--- src/rtl/mem_req_arbiter_if.sv ---
// Bus bundle for the two-client memory arbiter: icache, dcache and the single
// external memory port. The slave modport is the arbiter's view; the master
// modport is the surrounding environment (clients plus memory).
interface mem_req_arbiter_if #(
    parameter int unsigned ADDR_BITS = 28,
    parameter int unsigned DATA_BITS = 128,
    parameter int unsigned TAG_BITS  = 5
);
    localparam int unsigned MaskBits = DATA_BITS / 8;

    // icache client
    logic                 ic_req_valid;
    logic                 ic_req_ready;
    logic                 ic_req_rw;
    logic [ADDR_BITS-1:0] ic_req_addr;
    logic [TAG_BITS-2:0]  ic_req_tag;
    logic                 ic_req_data_valid;
    logic                 ic_req_data_ready;
    logic [DATA_BITS-1:0] ic_req_data_bits;
    logic [MaskBits-1:0]  ic_req_data_mask;
    logic                 ic_resp_valid;
    logic [TAG_BITS-2:0]  ic_resp_tag;
    logic [DATA_BITS-1:0] ic_resp_data;

    // dcache client
    logic                 dc_req_valid;
    logic                 dc_req_ready;
    logic                 dc_req_rw;
    logic [ADDR_BITS-1:0] dc_req_addr;
    logic [TAG_BITS-2:0]  dc_req_tag;
    logic                 dc_req_data_valid;
    logic                 dc_req_data_ready;
    logic [DATA_BITS-1:0] dc_req_data_bits;
    logic [MaskBits-1:0]  dc_req_data_mask;
    logic                 dc_resp_valid;
    logic [TAG_BITS-2:0]  dc_resp_tag;
    logic [DATA_BITS-1:0] dc_resp_data;

    // external memory port
    logic                 mem_req_valid;
    logic                 mem_req_ready;
    logic                 mem_req_rw;
    logic [ADDR_BITS-1:0] mem_req_addr;
    logic [TAG_BITS-1:0]  mem_req_tag;
    logic                 mem_req_data_valid;
    logic                 mem_req_data_ready;
    logic [DATA_BITS-1:0] mem_req_data_bits;
    logic [MaskBits-1:0]  mem_req_data_mask;
    logic                 mem_resp_valid;
    logic [TAG_BITS-1:0]  mem_resp_tag;
    logic [DATA_BITS-1:0] mem_resp_data;

    modport slave (
        input  ic_req_valid, ic_req_rw, ic_req_addr, ic_req_tag,
        input  ic_req_data_valid, ic_req_data_bits, ic_req_data_mask,
        output ic_req_ready, ic_req_data_ready, ic_resp_valid, ic_resp_tag, ic_resp_data,
        input  dc_req_valid, dc_req_rw, dc_req_addr, dc_req_tag,
        input  dc_req_data_valid, dc_req_data_bits, dc_req_data_mask,
        output dc_req_ready, dc_req_data_ready, dc_resp_valid, dc_resp_tag, dc_resp_data,
        output mem_req_valid, mem_req_rw, mem_req_addr, mem_req_tag,
        output mem_req_data_valid, mem_req_data_bits, mem_req_data_mask,
        input  mem_req_ready, mem_req_data_ready,
        input  mem_resp_valid, mem_resp_tag, mem_resp_data
    );

    modport master (
        output ic_req_valid, ic_req_rw, ic_req_addr, ic_req_tag,
        output ic_req_data_valid, ic_req_data_bits, ic_req_data_mask,
        input  ic_req_ready, ic_req_data_ready, ic_resp_valid, ic_resp_tag, ic_resp_data,
        output dc_req_valid, dc_req_rw, dc_req_addr, dc_req_tag,
        output dc_req_data_valid, dc_req_data_bits, dc_req_data_mask,
        input  dc_req_ready, dc_req_data_ready, dc_resp_valid, dc_resp_tag, dc_resp_data,
        input  mem_req_valid, mem_req_rw, mem_req_addr, mem_req_tag,
        input  mem_req_data_valid, mem_req_data_bits, mem_req_data_mask,
        output mem_req_ready, mem_req_data_ready,
        output mem_resp_valid, mem_resp_tag, mem_resp_data
    );
endinterface

--- src/rtl/mem_req_arbiter.sv ---
// Round-robin arbiter between icache (id 0) and dcache (id 1) onto a single
// memory port. Writes lock the data channel to the granted client for WR_BEATS
// beats; responses are steered back by the tag MSB with zero latency.
// Optional macro MEM_ARB_PERF_EN adds 32-bit grant/conflict counters.
module mem_req_arbiter #(
    parameter int unsigned ADDR_BITS = 28,
    parameter int unsigned DATA_BITS = 128,
    parameter int unsigned TAG_BITS  = 5,
    parameter int unsigned WR_BEATS  = 4
) (
    input  logic               clk,
    input  logic               reset_n,
    mem_req_arbiter_if.slave   bus
`ifdef MEM_ARB_PERF_EN
    ,
    output logic [31:0]        perf_ic_grants,
    output logic [31:0]        perf_dc_grants,
    output logic [31:0]        perf_conflict_cycles
`endif
);

    localparam int unsigned CntBits  = $clog2(WR_BEATS + 1);
    localparam int unsigned MaskBits = DATA_BITS / 8;
    localparam logic [CntBits-1:0] LastBeat = CntBits'(WR_BEATS - 1);

    typedef enum logic [0:0] {StIdle, StWdata} state_e;

    state_e               state_q, state_d;
    logic                 last_grant_q, last_grant_d;
    logic                 owner_q, owner_d;
    logic [CntBits-1:0]   beat_cnt_q, beat_cnt_d;

    logic                 sel;
    logic                 any_valid;
    logic                 sel_valid;
    logic                 sel_rw;
    logic [ADDR_BITS-1:0] sel_addr;
    logic [TAG_BITS-2:0]  sel_tag;
    logic                 own_valid;
    logic [DATA_BITS-1:0] own_bits;
    logic [MaskBits-1:0]  own_mask;
    logic                 accept;
    logic                 beat_fire;

    // Round-robin pick: on a tie the client that did not win last time goes.
    always_comb begin
        sel       = 1'b0;
        any_valid = bus.ic_req_valid | bus.dc_req_valid;
        if (bus.ic_req_valid && bus.dc_req_valid) begin
            sel = ~last_grant_q;
        end else if (bus.dc_req_valid) begin
            sel = 1'b1;
        end
    end

    // Request mux from the selected client and data mux from the write owner.
    always_comb begin
        sel_valid = sel ? bus.dc_req_valid : bus.ic_req_valid;
        sel_rw    = sel ? bus.dc_req_rw    : bus.ic_req_rw;
        sel_addr  = sel ? bus.dc_req_addr  : bus.ic_req_addr;
        sel_tag   = sel ? bus.dc_req_tag   : bus.ic_req_tag;
        own_valid = owner_q ? bus.dc_req_data_valid : bus.ic_req_data_valid;
        own_bits  = owner_q ? bus.dc_req_data_bits  : bus.ic_req_data_bits;
        own_mask  = owner_q ? bus.dc_req_data_mask  : bus.ic_req_data_mask;
    end

    // Next-state and handshake outputs; every valid/ready is held low in reset.
    always_comb begin
        state_d                = state_q;
        last_grant_d           = last_grant_q;
        owner_d                = owner_q;
        beat_cnt_d             = beat_cnt_q;
        accept                 = 1'b0;
        beat_fire              = 1'b0;
        bus.mem_req_valid      = 1'b0;
        bus.mem_req_rw         = sel_rw;
        bus.mem_req_addr       = sel_addr;
        bus.mem_req_tag        = {sel, sel_tag};
        bus.ic_req_ready       = 1'b0;
        bus.dc_req_ready       = 1'b0;
        bus.mem_req_data_valid = 1'b0;
        bus.mem_req_data_bits  = own_bits;
        bus.mem_req_data_mask  = own_mask;
        bus.ic_req_data_ready  = 1'b0;
        bus.dc_req_data_ready  = 1'b0;

        if (reset_n) begin
            unique case (state_q)
                StIdle: begin
                    bus.mem_req_valid = sel_valid;
                    // With no client requesting nobody is selected, so no ready.
                    bus.ic_req_ready  = any_valid & ~sel & bus.mem_req_ready;
                    bus.dc_req_ready  = any_valid &  sel & bus.mem_req_ready;
                    accept            = sel_valid & bus.mem_req_ready;
                    if (accept) begin
                        last_grant_d = sel;
                        if (sel_rw) begin
                            owner_d    = sel;
                            beat_cnt_d = '0;
                            state_d    = StWdata;
                        end
                    end
                end
                StWdata: begin
                    bus.mem_req_data_valid = own_valid;
                    bus.ic_req_data_ready  = ~owner_q & bus.mem_req_data_ready;
                    bus.dc_req_data_ready  =  owner_q & bus.mem_req_data_ready;
                    beat_fire              = own_valid & bus.mem_req_data_ready;
                    if (beat_fire) begin
                        if (beat_cnt_q == LastBeat) begin
                            beat_cnt_d = '0;
                            state_d    = StIdle;
                        end else begin
                            beat_cnt_d = beat_cnt_q + 1'b1;
                        end
                    end
                end
            endcase
        end
    end

    // Response steering by tag MSB, independent of the request-side state.
    always_comb begin
        bus.ic_resp_valid = reset_n & bus.mem_resp_valid & ~bus.mem_resp_tag[TAG_BITS-1];
        bus.dc_resp_valid = reset_n & bus.mem_resp_valid &  bus.mem_resp_tag[TAG_BITS-1];
        bus.ic_resp_tag   = bus.mem_resp_tag[TAG_BITS-2:0];
        bus.dc_resp_tag   = bus.mem_resp_tag[TAG_BITS-2:0];
        bus.ic_resp_data  = bus.mem_resp_data;
        bus.dc_resp_data  = bus.mem_resp_data;
    end

    // State registers with synchronous active-low reset.
    always_ff @(posedge clk) begin
        if (!reset_n) begin
            state_q      <= StIdle;
            last_grant_q <= 1'b1;
            owner_q      <= 1'b0;
            beat_cnt_q   <= '0;
        end else begin
            state_q      <= state_d;
            last_grant_q <= last_grant_d;
            owner_q      <= owner_d;
            beat_cnt_q   <= beat_cnt_d;
        end
    end

`ifdef MEM_ARB_PERF_EN
    logic [31:0] perf_ic_q, perf_dc_q, perf_cf_q;

    // Wrapping event counters for grants and tie cycles.
    always_ff @(posedge clk) begin
        if (!reset_n) begin
            perf_ic_q <= '0;
            perf_dc_q <= '0;
            perf_cf_q <= '0;
        end else begin
            if (accept && !sel) perf_ic_q <= perf_ic_q + 32'd1;
            if (accept &&  sel) perf_dc_q <= perf_dc_q + 32'd1;
            if (state_q == StIdle && bus.ic_req_valid && bus.dc_req_valid) begin
                perf_cf_q <= perf_cf_q + 32'd1;
            end
        end
    end

    assign perf_ic_grants       = perf_ic_q;
    assign perf_dc_grants       = perf_dc_q;
    assign perf_conflict_cycles = perf_cf_q;
`endif

endmodule

--- src/flat_wrapper.sv ---
// flat-port wrapper written by rule: the top's interface ports become plain ports
module mem_req_arbiter_flat 
#(
    parameter int unsigned ADDR_BITS = 28,
    parameter int unsigned DATA_BITS = 128,
    parameter int unsigned TAG_BITS  = 5,
    parameter int unsigned WR_BEATS  = 4
)
  (clk, reset_n, bus_ic_req_valid, bus_ic_req_rw, bus_ic_req_addr, bus_ic_req_tag, bus_ic_req_data_valid, bus_ic_req_data_bits, bus_ic_req_data_mask, bus_ic_req_ready, bus_ic_req_data_ready, bus_ic_resp_valid, bus_ic_resp_tag, bus_ic_resp_data, bus_dc_req_valid, bus_dc_req_rw, bus_dc_req_addr, bus_dc_req_tag, bus_dc_req_data_valid, bus_dc_req_data_bits, bus_dc_req_data_mask, bus_dc_req_ready, bus_dc_req_data_ready, bus_dc_resp_valid, bus_dc_resp_tag, bus_dc_resp_data, bus_mem_req_valid, bus_mem_req_rw, bus_mem_req_addr, bus_mem_req_tag, bus_mem_req_data_valid, bus_mem_req_data_bits, bus_mem_req_data_mask, bus_mem_req_ready, bus_mem_req_data_ready, bus_mem_resp_valid, bus_mem_resp_tag, bus_mem_resp_data);
  mem_req_arbiter_if #(.ADDR_BITS(ADDR_BITS), .DATA_BITS(DATA_BITS), .TAG_BITS(TAG_BITS)) bus_i ();
  input  logic clk;
  input  logic reset_n;
  input wire logic [$bits(bus_i.ic_req_valid)-1:0] bus_ic_req_valid;
  input wire logic [$bits(bus_i.ic_req_rw)-1:0] bus_ic_req_rw;
  input wire logic [$bits(bus_i.ic_req_addr)-1:0] bus_ic_req_addr;
  input wire logic [$bits(bus_i.ic_req_tag)-1:0] bus_ic_req_tag;
  input wire logic [$bits(bus_i.ic_req_data_valid)-1:0] bus_ic_req_data_valid;
  input wire logic [$bits(bus_i.ic_req_data_bits)-1:0] bus_ic_req_data_bits;
  input wire logic [$bits(bus_i.ic_req_data_mask)-1:0] bus_ic_req_data_mask;
  output wire logic [$bits(bus_i.ic_req_ready)-1:0] bus_ic_req_ready;
  output wire logic [$bits(bus_i.ic_req_data_ready)-1:0] bus_ic_req_data_ready;
  output wire logic [$bits(bus_i.ic_resp_valid)-1:0] bus_ic_resp_valid;
  output wire logic [$bits(bus_i.ic_resp_tag)-1:0] bus_ic_resp_tag;
  output wire logic [$bits(bus_i.ic_resp_data)-1:0] bus_ic_resp_data;
  input wire logic [$bits(bus_i.dc_req_valid)-1:0] bus_dc_req_valid;
  input wire logic [$bits(bus_i.dc_req_rw)-1:0] bus_dc_req_rw;
  input wire logic [$bits(bus_i.dc_req_addr)-1:0] bus_dc_req_addr;
  input wire logic [$bits(bus_i.dc_req_tag)-1:0] bus_dc_req_tag;
  input wire logic [$bits(bus_i.dc_req_data_valid)-1:0] bus_dc_req_data_valid;
  input wire logic [$bits(bus_i.dc_req_data_bits)-1:0] bus_dc_req_data_bits;
  input wire logic [$bits(bus_i.dc_req_data_mask)-1:0] bus_dc_req_data_mask;
  output wire logic [$bits(bus_i.dc_req_ready)-1:0] bus_dc_req_ready;
  output wire logic [$bits(bus_i.dc_req_data_ready)-1:0] bus_dc_req_data_ready;
  output wire logic [$bits(bus_i.dc_resp_valid)-1:0] bus_dc_resp_valid;
  output wire logic [$bits(bus_i.dc_resp_tag)-1:0] bus_dc_resp_tag;
  output wire logic [$bits(bus_i.dc_resp_data)-1:0] bus_dc_resp_data;
  output wire logic [$bits(bus_i.mem_req_valid)-1:0] bus_mem_req_valid;
  output wire logic [$bits(bus_i.mem_req_rw)-1:0] bus_mem_req_rw;
  output wire logic [$bits(bus_i.mem_req_addr)-1:0] bus_mem_req_addr;
  output wire logic [$bits(bus_i.mem_req_tag)-1:0] bus_mem_req_tag;
  output wire logic [$bits(bus_i.mem_req_data_valid)-1:0] bus_mem_req_data_valid;
  output wire logic [$bits(bus_i.mem_req_data_bits)-1:0] bus_mem_req_data_bits;
  output wire logic [$bits(bus_i.mem_req_data_mask)-1:0] bus_mem_req_data_mask;
  input wire logic [$bits(bus_i.mem_req_ready)-1:0] bus_mem_req_ready;
  input wire logic [$bits(bus_i.mem_req_data_ready)-1:0] bus_mem_req_data_ready;
  input wire logic [$bits(bus_i.mem_resp_valid)-1:0] bus_mem_resp_valid;
  input wire logic [$bits(bus_i.mem_resp_tag)-1:0] bus_mem_resp_tag;
  input wire logic [$bits(bus_i.mem_resp_data)-1:0] bus_mem_resp_data;
  assign bus_i.ic_req_valid = bus_ic_req_valid;
  assign bus_i.ic_req_rw = bus_ic_req_rw;
  assign bus_i.ic_req_addr = bus_ic_req_addr;
  assign bus_i.ic_req_tag = bus_ic_req_tag;
  assign bus_i.ic_req_data_valid = bus_ic_req_data_valid;
  assign bus_i.ic_req_data_bits = bus_ic_req_data_bits;
  assign bus_i.ic_req_data_mask = bus_ic_req_data_mask;
  assign bus_ic_req_ready = bus_i.ic_req_ready;
  assign bus_ic_req_data_ready = bus_i.ic_req_data_ready;
  assign bus_ic_resp_valid = bus_i.ic_resp_valid;
  assign bus_ic_resp_tag = bus_i.ic_resp_tag;
  assign bus_ic_resp_data = bus_i.ic_resp_data;
  assign bus_i.dc_req_valid = bus_dc_req_valid;
  assign bus_i.dc_req_rw = bus_dc_req_rw;
  assign bus_i.dc_req_addr = bus_dc_req_addr;
  assign bus_i.dc_req_tag = bus_dc_req_tag;
  assign bus_i.dc_req_data_valid = bus_dc_req_data_valid;
  assign bus_i.dc_req_data_bits = bus_dc_req_data_bits;
  assign bus_i.dc_req_data_mask = bus_dc_req_data_mask;
  assign bus_dc_req_ready = bus_i.dc_req_ready;
  assign bus_dc_req_data_ready = bus_i.dc_req_data_ready;
  assign bus_dc_resp_valid = bus_i.dc_resp_valid;
  assign bus_dc_resp_tag = bus_i.dc_resp_tag;
  assign bus_dc_resp_data = bus_i.dc_resp_data;
  assign bus_mem_req_valid = bus_i.mem_req_valid;
  assign bus_mem_req_rw = bus_i.mem_req_rw;
  assign bus_mem_req_addr = bus_i.mem_req_addr;
  assign bus_mem_req_tag = bus_i.mem_req_tag;
  assign bus_mem_req_data_valid = bus_i.mem_req_data_valid;
  assign bus_mem_req_data_bits = bus_i.mem_req_data_bits;
  assign bus_mem_req_data_mask = bus_i.mem_req_data_mask;
  assign bus_i.mem_req_ready = bus_mem_req_ready;
  assign bus_i.mem_req_data_ready = bus_mem_req_data_ready;
  assign bus_i.mem_resp_valid = bus_mem_resp_valid;
  assign bus_i.mem_resp_tag = bus_mem_resp_tag;
  assign bus_i.mem_resp_data = bus_mem_resp_data;
  mem_req_arbiter #(.ADDR_BITS(ADDR_BITS), .DATA_BITS(DATA_BITS), .TAG_BITS(TAG_BITS), .WR_BEATS(WR_BEATS)) u_core (.clk(clk), .reset_n(reset_n), .bus(bus_i));
endmodule
--- config.mk ---
export PLATFORM = sky130hd
export DESIGN_NAME = mem_req_arbiter_flat
export DESIGN_NICKNAME = d
export VERILOG_FILES = /design/src/rtl/mem_req_arbiter_if.sv /design/src/rtl/mem_req_arbiter.sv /design/src/flat_wrapper.sv
export SDC_FILE = /design/constraint.sdc
export NUM_CORES = 1
export LEC_CHECK = 0
export ABC_AREA = 1
export CAP_MARGIN = 0
export CORE_AREA = 2 2 369 371
export DETAILED_ROUTE_END_ITERATION = 6
export DIE_AREA = 0 0 371 373
export HOLD_SLACK_MARGIN = 0.12
export PLACE_DENSITY = 0.3
export SYNTH_ARGS = -nofsm -noshare
export SYNTH_HDL_FRONTEND = slang
export SYNTH_SLANG_ARGS = --single-unit
--- constraint.sdc ---
create_clock -name clk -period 1.7 [get_ports clk]
set_input_delay 0.51 -clock clk [delete_from_list [all_inputs] [get_ports clk]]
set_output_delay 0.51 -clock clk [all_outputs]
set_load 0.005 [all_outputs]
==> results.toml <==
[run_status]
status = "complete, but fails checks"
violations = "negative setup slack"

[global_route]
grt_pass1_wl_um = 89960
grt_usage_pct = 10.26
grt_max_degree = 27
gr-total-overflow = 0
first_global_vias = 7525
antenna_found_initial = 2

[worst_setup_path]
worstPathArrival_ps = 1700
timing.rr.start = "u_core.owner_q"
regToRegEndpoint = "u_core.beat_cnt_q[0]"
required_ps = 1190
rrSetupSlack_ps = 130
cp-start-kind = "register"
worstRegToRegCells = 9
path_max_fanout = 6
crit_type = "register to output port"
worstSetupEndpointType = "output port"

[synthesis]
synth_xor_area_share_pct = 0
synth_compound_area_share_pct = 0.7675
synthAdderAreaFrac_pct = 0.2741
yosysWarnings = 0
synthCells = 897
synth_seq_cells = 6
syn_area_per_cell_um2 = 5.088
synth_top_family_by_area = "buffers and inverters"
synth_mux_area_share_pct = 0
syn-num-nets = 1394
syn_area_um2 = 4564
yosysUniqueCellTypes = 17
yosys.area_share.simple_pct = 47.56
synth-seq-area-share_pct = 2.632

[clock_tree]
cts_max_level = 1
cts_buffers = 3
cts_tree = "yes"
clock_path_buffers = 2
hold_buffers = 0
clock_tree.root_cell = "clkbuf_16"
clock_latency_ps = 230
path_clk_slew_ps = 40
cts.sinks = 6

[sta]
grt_setup_unrepaired = "true"
fin_crit_sh_pct = 130.1
setup_violations = 183
fmax_mhz = 452.2
worst_clock_skew_ps = 1.675
finalHoldViolations = 0
setup_ws_ps = -511.6
relSlewSlack_pct = 82.96
worst_pin_slew_ps = 254.8
maxSlewViolCount = 0
holdWs_ps = 451.0
finalCriticalPeriod_ps = 2212

[power]
p_per_area_nw_per_um2 = 293.8
totalPowerFinal_uw = 4458
p_leak_uw = 0.006627
irDropWorstVdd_mv = 0.2312

[drt]
totalWireLength_um = 75960
vias_per_cell = 2.322
drtIter0Drc = 198
wl_met1_um = 30260
ant_nets = 0
top_layer = "met4"
dr.pass1.iters = 4
vias = 7225
dr_wl_met2_um = 34160
drc = 0
wl_per_cell_um = 24.41
wl_met3_um = 11250

[job]
maxCapViolCount = 0

[min_path]
holdPathEnd = "u_core.beat_cnt_q[2]"
holdCritStartpoint = "u_core.beat_cnt_q[2]"
min_path_type = "register to register"
min_path_cells = 2

[final_layout]
area_delta_synth_final_pct = 232.5
drive_above_1_share_pct = 54.93
layout_common_cells = "clkdlybuf4s50_1 (343), nand2_1 (206), nand2_4 (181), nand2_2 (152), buf_6 (124)"
fin_util_pct = 11.27
final_common_cell = "clkdlybuf4s50_1"
finalNetCount = 1827

[placement]
gp_congestion = 0.7961
dpl_worst_slack_ps = -1080
dpl.hpwl_um = 64890
port_buffers = 549

[die]
die_w_um = 371
ios = 946
rows = 135
dieArea_um2 = 138400
start_util_pct = 3.390
dieHeight_um = 373
core_area_um2 = 134600
## power breakdown
group / internal, uW / switching, uW
sequential: 150 / 9.78
clock: 312 / 86.8
combinational: 2190 / 1710
## cells by family (layout without fill, tap and decap cells)
| kind of cell | count (synthesis) | in the layout |
|---|---|---|
| compound gates | 6 | 6 |
| fa+ha+maj | 1 | 1 |
| buf+inv | 314 | 746 |
| flops | 6 | 6 |
| other cells | 0 | 2 |
| simple gates | 570 | 570 |
## layout make-up
type                       instances  area [um^2]
antenna                            2        5.005
clock buffer                       4        78.83
fill                           15610       119400
inverter                           9        66.31
multi-input combinational        577         4131
sequential                         6        131.4
tap                             1781         2228
timing repair buffer             733         8533
## critical path, cell delays in order, from the launching register on
cell	delay, ps
dfxtp_4	340
buf_12	140
inv_16	70
buf_12	140
buf_16	150
buf_6	120
buf_8	110
buf_6	110
nand2_1	50
nand2_1	50
buf_6	130
## state kept, by name, summed over array words and instances (netlist names)
name / flops
u_core.beat_cnt_q: 3
u_core.last_grant_q: 1
u_core.owner_q: 1
u_core.state_q: 1
## synthesized netlist by cell type
cell / number / area, um^2
nand2_1: 544 / 2042
buf_4: 267 / 2004
buf_2: 30 / 150.1
nor2_1: 13 / 48.80
nand3_1: 8 / 40.04
inv_1: 7 / 26.28
dfxtp_1: 6 / 120.1
clkbuf_1: 5 / 18.77
a21oi_1: 4 / 20.02
nand2_2: 3 / 18.77
buf_1: 2 / 7.510
inv_2: 2 / 7.510
o211ai_1: 2 / 15.01
buf_6: 1 / 11.26
ha_1: 1 / 12.51
nor3_1: 1 / 5.000
nor3_4: 1 / 16.27
## how the worst max path moves through the flow
stage / depth (start not counted) / start / end / slack [ps]
2_1_floorplan: 5 / bus_ic_req_valid / bus_mem_req_addr[0] / 80
3_3_place_gp: 7 / bus_ic_req_data_valid / bus_mem_req_data_valid / -1090
3_5_place_dp: 7 / bus_ic_req_data_valid / bus_mem_req_data_valid / -1080
4_1_cts: 10 / u_core.owner_q / bus_mem_req_data_mask[0] / -540
5_1_grt: 10 / u_core.owner_q / bus_mem_req_data_mask[0] / -590
6_report: 10 / u_core.owner_q / bus_mem_req_data_mask[0] / -510
## routing by layer
metal,vias up,track usage [%]
li1,3292,-
met1,3240,11.99
met2,670,16.41
met3,23,6.616
met4,0,0.3743
met5,-,0
## stage by stage
step                      cells  TNS, ps  instance area (um^2)
final                      3112   -60580                 15170
after global routing       3110   -70060                 15170
after global placement     2967  -106320                 10990
after floorplan             897        0                  4564
after CTS                  3083   -69370                 13710
after detailed placement   2967  -106300                 10990
## timing repair
action,4_1_cts,5_1_grt
endpoints found under the setup margin,192,188
pin swaps,68,95
cloned,21,8
buffers inserted,95,33
resized for setup,817,404
No activity file was read; power rests on OpenSTA's default activity.
